<file path="config.mk">
export PLATFORM = sky130hd
export DESIGN_NAME = rf_writeback_queue_flat
export DESIGN_NICKNAME = d
export VERILOG_FILES = /design/src/rtl/rf_writeback_queue_if.sv /design/src/rtl/rf_writeback_queue.sv /design/src/flat_wrapper.sv
export SDC_FILE = /design/constraint.sdc
export NUM_CORES = 1
export LEC_CHECK = 0
export CORE_MARGIN = 2
export CORE_UTILIZATION = 47
export CTS_BUF_LIST = sky130_fd_sc_hd__clkbuf_8 sky130_fd_sc_hd__clkbuf_16
export DETAILED_ROUTE_END_ITERATION = 8
export HOLD_SLACK_MARGIN = 0.1
export PLACE_DENSITY = 0.84
export SETUP_SLACK_MARGIN = 0.2
export SLEW_MARGIN = 20
export SYNTH_ARGS = -nofsm -noshare
export SYNTH_HDL_FRONTEND = slang
export SYNTH_SLANG_ARGS = --single-unit
</file>
<file path="constraint.sdc">
create_clock -name CLK -period 2.4 [get_ports CLK]
set_clock_uncertainty 0.15 [all_clocks]
set_input_delay 0.36 -clock CLK [delete_from_list [all_inputs] [get_ports CLK]]
set_output_delay 0.36 -clock CLK [all_outputs]
set_load 0.005 [all_outputs]
</file>
<file path="src/rtl/rf_writeback_queue_if.sv">
// Writeback request channels (memory-load and ALU producers) into rf_writeback_queue.
// The master modport is the producer side; the slave modport is the queue side.
interface rf_writeback_queue_if #(
    parameter int DATA_W = 32,
    parameter int ADDR_W = 5
);
    logic              MEM_VALID;
    logic [ADDR_W-1:0] MEM_ADDR;
    logic [DATA_W-1:0] MEM_DATA;
    logic              MEM_READY;
    logic              ALU_VALID;
    logic [ADDR_W-1:0] ALU_ADDR;
    logic [DATA_W-1:0] ALU_DATA;
    logic              ALU_READY;

    modport master (
        output MEM_VALID, MEM_ADDR, MEM_DATA, input MEM_READY,
        output ALU_VALID, ALU_ADDR, ALU_DATA, input ALU_READY
    );

    modport slave (
        input MEM_VALID, MEM_ADDR, MEM_DATA, output MEM_READY,
        input ALU_VALID, ALU_ADDR, ALU_DATA, output ALU_READY
    );
endinterface

</file>
<file path="src/rtl/rf_writeback_queue.sv">
// Two-producer writeback arbiter + in-order FIFO feeding the register file write port,
// with a hazard query port. Optional macro RF_WB_BYPASS_EN enables CHK_DATA forwarding.
module rf_writeback_queue #(
    parameter int DATA_W = 32,
    parameter int ADDR_W = 5,
    parameter int DEPTH  = 4
) (
    input  logic                   CLK,
    input  logic                   RESET,
    rf_writeback_queue_if.slave    req,
    input  logic                   RF_HOLD,
    output logic                   WRITE_ENABLE,
    output logic [ADDR_W-1:0]      ADDRESS_WRITE,
    output logic [DATA_W-1:0]      DATA_WRITE,
    input  logic [ADDR_W-1:0]      CHK_ADDR,
    output logic                   CHK_PENDING,
    output logic [DATA_W-1:0]      CHK_DATA,
    output logic [$clog2(DEPTH):0] COUNT
);
    localparam int PTR_W = $clog2(DEPTH);
    localparam int CNT_W = PTR_W + 1;

    logic [ADDR_W-1:0] addr_mem_r [DEPTH];
    logic [DATA_W-1:0] data_mem_r [DEPTH];
    logic [PTR_W-1:0]  rd_ptr_r;
    logic [PTR_W-1:0]  wr_ptr_r;
    logic [CNT_W-1:0]  count_r;
    logic              write_enable_r;
    logic [ADDR_W-1:0] address_write_r;
    logic [DATA_W-1:0] data_write_r;

    logic              full_s;
    logic              mem_acc_s;
    logic              alu_acc_s;
    logic              enq_s;
    logic              deq_s;
    logic [ADDR_W-1:0] enq_addr_s;
    logic [DATA_W-1:0] enq_data_s;
    logic [DEPTH-1:0]  match_s;
    logic              reg_match_s;
    logic [DATA_W-1:0] byp_data_s;

    // Full blocks enqueue even when a pop happens on the same edge.
    assign full_s     = (count_r == CNT_W'(DEPTH));
    assign mem_acc_s  = req.MEM_VALID & ~full_s;
    assign alu_acc_s  = req.ALU_VALID & ~full_s & ~req.MEM_VALID;
    assign enq_s      = mem_acc_s | alu_acc_s;
    assign deq_s      = ~RF_HOLD & (count_r != CNT_W'(0));
    assign enq_addr_s = mem_acc_s ? req.MEM_ADDR : req.ALU_ADDR;
    assign enq_data_s = mem_acc_s ? req.MEM_DATA : req.ALU_DATA;

    assign req.MEM_READY = ~full_s;
    assign req.ALU_READY = ~full_s & ~req.MEM_VALID;

    assign WRITE_ENABLE  = write_enable_r;
    assign ADDRESS_WRITE = address_write_r;
    assign DATA_WRITE    = data_write_r;
    assign COUNT         = count_r;

    // FIFO storage; flushing is done through the pointers, so no reset here.
    always_ff @(posedge CLK) begin
        if (enq_s) begin
            addr_mem_r[wr_ptr_r] <= enq_addr_s;
            data_mem_r[wr_ptr_r] <= enq_data_s;
        end
    end

    // Pointers, occupancy and the registered register-file write port.
    always_ff @(posedge CLK) begin
        if (RESET) begin
            rd_ptr_r        <= PTR_W'(0);
            wr_ptr_r        <= PTR_W'(0);
            count_r         <= CNT_W'(0);
            write_enable_r  <= 1'b0;
            address_write_r <= ADDR_W'(0);
            data_write_r    <= DATA_W'(0);
        end else begin
            if (enq_s) begin
                wr_ptr_r <= wr_ptr_r + PTR_W'(1);
            end
            case ({enq_s, deq_s})
                2'b10:   count_r <= count_r + CNT_W'(1);
                2'b01:   count_r <= count_r - CNT_W'(1);
                default: count_r <= count_r;
            endcase
            if (deq_s) begin
                write_enable_r  <= 1'b1;
                address_write_r <= addr_mem_r[rd_ptr_r];
                data_write_r    <= data_mem_r[rd_ptr_r];
                rd_ptr_r        <= rd_ptr_r + PTR_W'(1);
            end else begin
                write_enable_r  <= 1'b0;
            end
        end
    end

    // Per-entry address match, indexed by age (bit 0 = oldest queued entry).
    always_comb begin
        match_s = {DEPTH{1'b0}};
        for (int k = 0; k < DEPTH; k++) begin
            match_s[k] = (CNT_W'(k) < count_r) &&
                         (addr_mem_r[rd_ptr_r + PTR_W'(k)] == CHK_ADDR);
        end
    end

    assign reg_match_s = write_enable_r & (address_write_r == CHK_ADDR);
    assign CHK_PENDING = reg_match_s | (|match_s);

`ifdef RF_WB_BYPASS_EN
    // Youngest match wins: walk from the issuing register through oldest to newest entry.
    always_comb begin
        byp_data_s = reg_match_s ? data_write_r : DATA_W'(0);
        for (int k = 0; k < DEPTH; k++) begin
            byp_data_s = match_s[k] ? data_mem_r[rd_ptr_r + PTR_W'(k)] : byp_data_s;
        end
    end
`else
    assign byp_data_s = DATA_W'(0);
`endif

    assign CHK_DATA = byp_data_s;
endmodule

</file>
<file path="src/flat_wrapper.sv">
// flat-port wrapper written by rule: the top's interface ports become plain ports
module rf_writeback_queue_flat 
#(
    parameter int DATA_W = 32,
    parameter int ADDR_W = 5,
    parameter int DEPTH  = 4
)
  (CLK, RESET, RF_HOLD, WRITE_ENABLE, ADDRESS_WRITE, DATA_WRITE, CHK_ADDR, CHK_PENDING, CHK_DATA, COUNT, req_MEM_VALID, req_MEM_ADDR, req_MEM_DATA, req_MEM_READY, req_ALU_VALID, req_ALU_ADDR, req_ALU_DATA, req_ALU_READY);
  rf_writeback_queue_if #(.DATA_W(DATA_W), .ADDR_W(ADDR_W)) req_i ();
  input  logic CLK;
  input  logic RESET;
  input  logic RF_HOLD;
  output logic WRITE_ENABLE;
  output logic [ADDR_W-1:0] ADDRESS_WRITE;
  output logic [DATA_W-1:0] DATA_WRITE;
  input  logic [ADDR_W-1:0] CHK_ADDR;
  output logic CHK_PENDING;
  output logic [DATA_W-1:0] CHK_DATA;
  output logic [$clog2(DEPTH):0] COUNT;
  input wire logic [$bits(req_i.MEM_VALID)-1:0] req_MEM_VALID;
  input wire logic [$bits(req_i.MEM_ADDR)-1:0] req_MEM_ADDR;
  input wire logic [$bits(req_i.MEM_DATA)-1:0] req_MEM_DATA;
  output wire logic [$bits(req_i.MEM_READY)-1:0] req_MEM_READY;
  input wire logic [$bits(req_i.ALU_VALID)-1:0] req_ALU_VALID;
  input wire logic [$bits(req_i.ALU_ADDR)-1:0] req_ALU_ADDR;
  input wire logic [$bits(req_i.ALU_DATA)-1:0] req_ALU_DATA;
  output wire logic [$bits(req_i.ALU_READY)-1:0] req_ALU_READY;
  assign req_i.MEM_VALID = req_MEM_VALID;
  assign req_i.MEM_ADDR = req_MEM_ADDR;
  assign req_i.MEM_DATA = req_MEM_DATA;
  assign req_MEM_READY = req_i.MEM_READY;
  assign req_i.ALU_VALID = req_ALU_VALID;
  assign req_i.ALU_ADDR = req_ALU_ADDR;
  assign req_i.ALU_DATA = req_ALU_DATA;
  assign req_ALU_READY = req_i.ALU_READY;
  rf_writeback_queue #(.DATA_W(DATA_W), .ADDR_W(ADDR_W), .DEPTH(DEPTH)) u_core (.CLK(CLK), .RESET(RESET), .req(req_i), .RF_HOLD(RF_HOLD), .WRITE_ENABLE(WRITE_ENABLE), .ADDRESS_WRITE(ADDRESS_WRITE), .DATA_WRITE(DATA_WRITE), .CHK_ADDR(CHK_ADDR), .CHK_PENDING(CHK_PENDING), .CHK_DATA(CHK_DATA), .COUNT(COUNT));
endmodule
</file>
After elaboration in Yosys (flattened, before gate mapping)
Memory sizes are Yosys's and may differ from the RTL's. A register that Yosys moved wholly into a read port is not among the register bits.
Index checks and enable logic that the tools add are counted.
{"block": "totals", "register_bits": 13, "ram_bits": 148, "inputBits": 84, "output_inout_bits": 76, "n_memories": 2}
{"block": "classes", "addsub": 6, "order_cmp": 4, "eq_ne": 8, "muxes": 8, "n_bitwise": 11, "reduce_logical": 7}
{"memory": "u_core.data_mem_r", "depth": 4, "width": 32, "rd": 1, "rd_clocked_by_memory_dff": 1, "wr": 1, "line": "rf_writeback_queue.sv:24", "text": "logic [DATA_W-1:0] data_mem_r [DEPTH];"}
{"memory": "u_core.addr_mem_r", "depth": 4, "width": 5, "rd": 4, "rd_clocked_by_memory_dff": 1, "wr": 1, "line": "rf_writeback_queue.sv:23", "text": "logic [ADDR_W-1:0] addr_mem_r [DEPTH];"}
{"cell": "$mux W32", "count": 1}
{"cell": "$eq A5 B5 Y1", "count": 5}
{"cell": "$and A1 B1 Y1", "count": 6}
{"cell": "$lt A1 B3 Y1 const A", "count": 2}
{"cell": "$lt A2 B3 Y1 const A", "count": 2}
{"cell": "$pmux W3 S2", "count": 1}
{"cell": "$mux W5", "count": 1}
{"cell": "$add A2 B1 Y2 const B", "count": 2}
{"cell": "$add A2 B2 Y2 const B", "count": 2}
{"cell": "$logic_and A1 B1 Y1", "count": 4}
{"cell": "$mux W2", "count": 2}
{"cell": "$reduce_or A4 Y1", "count": 1}
{"cell": "$add A3 B1 Y3 const B", "count": 1}
{"cell": "$eq A3 B3 Y1 const B", "count": 1}
{"cell": "$mux W1", "count": 3}
{"cell": "$not A1 Y1", "count": 3}
{"cell": "$reduce_bool A3 Y1", "count": 1}
{"cell": "$sub A3 B1 Y3 const B", "count": 1}
{"cell": "$eq A2 B1 Y1 const B", "count": 1}
{"cell": "$eq A2 B2 Y1 const B", "count": 1}
{"cell": "$or A1 B1 Y1", "count": 2}
{"cell": "$reduce_bool A2 Y1", "count": 1}

Depth between registers and ports, before layout
{"block": "logic_depth", "ltp_word": 7, "depth_mapped": 9, "mapped_depth_nobuf": 9}

Least setup slack after synthesis
OpenSTA, ideal clock, no wires.
{"block": "synth_timing", "kind": "reg2reg", "start": "reg u_core.count_r[0], in the netlist u_core.COUNT[0]", "end": "mem u_core.addr_mem_r[0][0], enable pin", "setup_time_ns": 0.398, "t_arrival_ns": 2.018, "required_time_ns": 1.852, "slack_ns": -0.166, "stages_incl_launch_ff": 6, "path_buffers": 0, "period_less_slack_ns": 2.566, "path_cell_list": "dfxtp_1 inv_1 ha_1 nand2_1 o21a_1 and2_1"}
{"block": "synth_via", "elab_chain_len": 7, "elab_cells_between_ends": 8, "cone_classes": "1 x eq/ne; 2 x mux; 5 x bitwise"}
{"item": "start: declaration", "line": "rf_writeback_queue.sv:27", "text": "logic [CNT_W-1:0] count_r;"}
{"item": "start signal: assignment", "line": "rf_writeback_queue.sv:82", "text": "2'b10: count_r <= count_r + CNT_W'(1);"}
{"item": "start signal: assignment", "line": "rf_writeback_queue.sv:83", "text": "2'b01: count_r <= count_r - CNT_W'(1);"}
{"item": "start signal: assignment", "line": "rf_writeback_queue.sv:84", "text": "default: count_r <= count_r;"}
{"item": "$eq A3 B3 Y1 (*)", "line": "rf_writeback_queue.sv:44", "text": "assign full_s = (count_r == CNT_W'(DEPTH));"}
{"item": "$not A1 Y1 (*)"}
{"item": "net req_MEM_READY", "line": "flat_wrapper.sv:23", "text": "output wire logic [$bits(req_i.MEM_READY)-1:0] req_MEM_READY;"}
{"item": "$and A1 B1 Y1 (2 in series)", "line": "rf_writeback_queue.sv:46", "text": "assign alu_acc_s = req.ALU_VALID & ~full_s & ~req.MEM_VALID;"}
{"item": "$or A1 B1 Y1 (*)", "line": "rf_writeback_queue.sv:47", "text": "assign enq_s = mem_acc_s | alu_acc_s;"}
{"item": "$mux W1 (*)", "line": "rf_writeback_queue.sv:62", "text": "if (enq_s) begin"}
{"item": "$mux W1 (not written as such) (*)", "line": "rf_writeback_queue.sv:63", "text": "addr_mem_r[wr_ptr_r] <= enq_addr_s;"}
{"item": "end: declaration", "line": "rf_writeback_queue.sv:23"}
The timed path passes the listed nets; every way through them passes the cells marked *.

Worst setup path after layout
{"block": "layout_timing", "start": "reg u_core.rd_ptr_r[0]", "end": "out CHK_PENDING"}
{"block": "layout_via", "elab_chain_len": 6, "elab_cells_between_ends": 12, "cone_classes": "3 x add/sub; 3 x eq/ne; 1 x bitwise; 4 x reduce/logical; 1 x memory"}
{"item": "start: declaration", "line": "rf_writeback_queue.sv:25", "text": "logic [PTR_W-1:0] rd_ptr_r;"}
{"item": "start signal: assignment", "line": "rf_writeback_queue.sv:90", "text": "rd_ptr_r <= rd_ptr_r + PTR_W'(1);"}
{"item": "$add A2 B1 Y2 or $add A2 B2 Y2 (tied branches)", "line": "rf_writeback_queue.sv:102", "text": "(addr_mem_r[rd_ptr_r + PTR_W'(k)] == CHK_ADDR);"}
{"item": "$mem_v2 Z4 W5 (*)"}
{"item": "$eq A5 B5 Y1", "line": "rf_writeback_queue.sv:102"}
{"item": "$logic_and A1 B1 Y1", "line": "rf_writeback_queue.sv:101", "text": "match_s[k] = (CNT_W'(k) < count_r) &&"}
{"item": "$reduce_or A4 Y1 (*)", "line": "rf_writeback_queue.sv:107", "text": "assign CHK_PENDING = reg_match_s | (|match_s);"}
{"item": "$or A1 B1 Y1 (*)", "line": "rf_writeback_queue.sv:107"}
{"item": "end: declaration", "line": "flat_wrapper.sv:17", "text": "output logic CHK_PENDING;"}
Mark *: on every way between the ends. The rest lies on a longest branch, timed or not.

==> run metrics <==
Clk Latency, worst-skew pair around 0.42 ns; CTS HTree Levels 4; crit path capture CHK_PENDING; vias 4972; nets@finish 788; Mapped Area about 8500 sq um; synth warn 0; Synth Instances between 500 and 600; Critical Path RT roughly 1.9 ns; Post-Route WL between 15 and 20 mm; die area around 19000 sq um; clock sinks just under 200; 1st-pass router iterations 5; P per Cell Area roughly 1000 nW/um^2; r2r setup slk around 0.42 ns; HP Start RESET; FF+latch count, synth between 150 and 200; Netlist cell types 34; R2R depth 8; hold path depth 2; vias in the first global route between 5000 and 6000; clk buf depth 2; Fin. Hold Viols 0; Hold Path Class in2reg; number of DRC markers in iteration 0 a little over 300; Final HPWL DP 11.7 mm; Synth Area in Compound Gates about 2.9%; XOR/XNOR share of the synthesized area under 10%; maximum clock frequency about 370 MHz; register area 5400 sq um; Finished Cell Area ~11000 sq um; largest net degree at the start of global routing 40; syn_area_per_cell approximately 16 sq um; post-synthesis mux area share a little under a fifth; status complete, but fails checks; CTS buffer count 17; Pins Over Slew Limit 0; CTS Hold Bufs 0; via/cell ratio roughly 5.3; antenna cell count 0; Max-cap violations 0; first-pass GRT wire length between 20 and 30 mm; initial core utilization 47.6%; CP arrival 2.21 ns; reg-to-reg startpoint u_core.COUNT[0]; DRC 0; CTS tree built; Worst-path clk slew about 0.070 ns; core area around 18000 sq um; Tot GR Track Use between 10% and 20%; Worst Setup Start Kind flop; Post-DP Area 10100 sq um; Wirelength per Cell 18.3 microns; crit path kind reg2out; Seq/Total Area, Yosys a little over three fifths; Post-Synth Simple-Gate Area roughly 5%; num rows between 40 and 50; number of setup violations in the final report 1; Power, Total roughly 11 mW; fillcell total approximately 1300; RSZ-0062 raised after global routing true; Final Cycle Share 113%; die width around 140 microns; routability cong. ~0.9; Crit. Startpoint u_core.rd_ptr_r[0]; area grow syn2layout 25.5%; die height ~140 microns; r2r endpoint u_core.COUNT[2]; layout cells sized above 1 around 24%; crit path capture type output pin; clock root buffer clkbuf_16; failing checks negative setup slack; initial antenna violation count 0; Multi-input gate area approximately 2800 sq um; worst vdd ir approximately 0.65 mV; largest family of logic cells by synthesized area multiplexers; final global-route overflow total 0; Lkg Pwr between 3 and 4 nW; count of input and output buffers between 100 and 150; IO Pins between 150 and 200; Worst Setup Slack, final -0.322 ns; crit-path max FO 3; min cycle time layout between 2 and 3 ns; ANT nets after route 0; Adder-Cell Fraction of Synth Area under 10%
## final cells by class
cell class,count,share of cell area [%]
clock buffer,17,3.98
inverter,7,0.246
timing repair buffer,165,15.4
sequential,195,50.5
tap,229,2.68
multi-input combinational,309,26.1
clock inverter,15,1.04
## critical path, cell delays in order (launching register included)
cell	delay (ns)
dfxtp_4	0.39
buf_12	0.11
mux4_2	0.49
xor2_1	0.17
nor4_1	0.28
a31oi_1	0.12
nand4_1	0.10
buf_2	0.12
## Yosys cell counts, drive strengths merged
master | instances | area share, %
nor2 | 9 | 0.40
o21ai | 2 | 0.12
o21a | 1 | 0.088
conb | 1 | 0.044
mux4 | 52 | 14
nor4 | 4 | 0.37
edfxtp | 148 | 52
xnor2 | 11 | 1.1
nand2 | 76 | 3.3
a21o | 1 | 0.088
nand3 | 2 | 0.12
nand4 | 2 | 0.15
inv | 7 | 0.31
a211oi | 1 | 0.088
dfxtp | 47 | 11
mux2i | 2 | 0.23
and3 | 1 | 0.073
buf | 53 | 4.5
a211o | 1 | 0.10
or3 | 1 | 0.073
clkbuf | 13 | 0.57
xor2 | 19 | 2.0
mux2 | 37 | 4.9
and2 | 5 | 0.37
a31oi | 1 | 0.073
ha | 9 | 1.3
a21oi | 40 | 2.3
## cells by family (layout without fill, tap and decap cells)
kind of cell | after synthesis | after routing
muxes | 91 | 91
xor gates and xnor gates | 30 | 30
buffers and inverters | 73 | 204
AOI/OAI and AO/OA | 47 | 47
adders and majority gates | 9 | 9
other | 1 | 32
DFF | 195 | 195
and+or+nand+nor | 100 | 100
## flip-flops by register name, indices dropped and copies added, names as in the netlist, named ones only
signal                cells
u_core.ADDRESS_WRITE      5
u_core.COUNT              3
u_core.DATA_WRITE        32
u_core.WRITE_ENABLE       1
u_core.addr_mem_r        20
u_core.data_mem_r       128
u_core.rd_ptr_r           2
u_core.wr_ptr_r           2
## layer usage
metal | share of wire, % | vias to the layer above | global-route usage [%]
met1 | 39 | 2503 | 21.2
met5 | 0 | - | 0
met3 | 5.1 | 22 | 3.97
met4 | 1.3 | 0 | 5.79
li1 | - | 2271 | -
met2 | 55 | 176 | 33.5
## cell usage in the layout, fill, tap and decap left out, drive strengths merged
cell type      netlist  layout
a211oi               1       1
nand3                2       2
mux2                37      37
a21o                 1       1
or3                  1       1
conb                 1      32
clkdlybuf4s50        0     123
clkinv               0       8
ha                   9       9
inv                  7      13
edfxtp             148     148
dlymetal6s2s         0       1
o21a                 1       1
nand2               76      76
dlygate4sd2          0       1
nor2                 9       9
and3                 1       1
nand4                2       2
a21oi               40      40
mux2i                2       2
xor2                19      19
clkbuf              13      17
mux4                52      52
o21ai                2       2
nor4                 4       4
a31oi                1       1
xnor2               11      11
a211o                1       1
buf                 53      40
and2                 5       5
dfxtp               47      47
clkinvlp             0       1
## repair_timing
item	CTS	global route
pin swaps	4	3
resized for setup	21	3
buffers inserted	7	0
endpoints found under the setup margin	163	2
## through the flow
stage          utilization (%)  instances  hold slack, ns  worst slack (ns)  TNS [ns]
6_report                  59.7        937           0.191            -0.322    -0.322
5_1_grt                   59.7        937           0.181            -0.449    -0.449
4_1_cts                   59.7        937           0.176            -0.394    -0.394
3_5_place_dp              56.2        898           0.301            -0.384    -0.384
3_3_place_gp              56.2        898           0.297            -0.322    -0.322
2_1_floorplan                -        577           0.303             0.222         0
## worst min path at each step
| stage | endpoint | slack, ns |
|---|---|---|
| after floorplan | u_core.DATA_WRITE[0] | 0.30 |
| after global placement | u_core.DATA_WRITE[30] | 0.30 |
| after detailed placement | u_core.DATA_WRITE[24] | 0.30 |
| after CTS | u_core.DATA_WRITE[31] | 0.18 |
| after global routing | u_core.DATA_WRITE[31] | 0.18 |
| final | u_core.DATA_WRITE[3] | 0.19 |
## power by group
part	switching, mW	total [mW]	internal (mW)	leakage, nW
combinational	1.59	3.46	1.88	1.65
sequential	0.319	4.74	4.43	1.76
clock	1.22	2.56	1.34	0.272
Note: power is estimated with default switching activity, not from simulation.
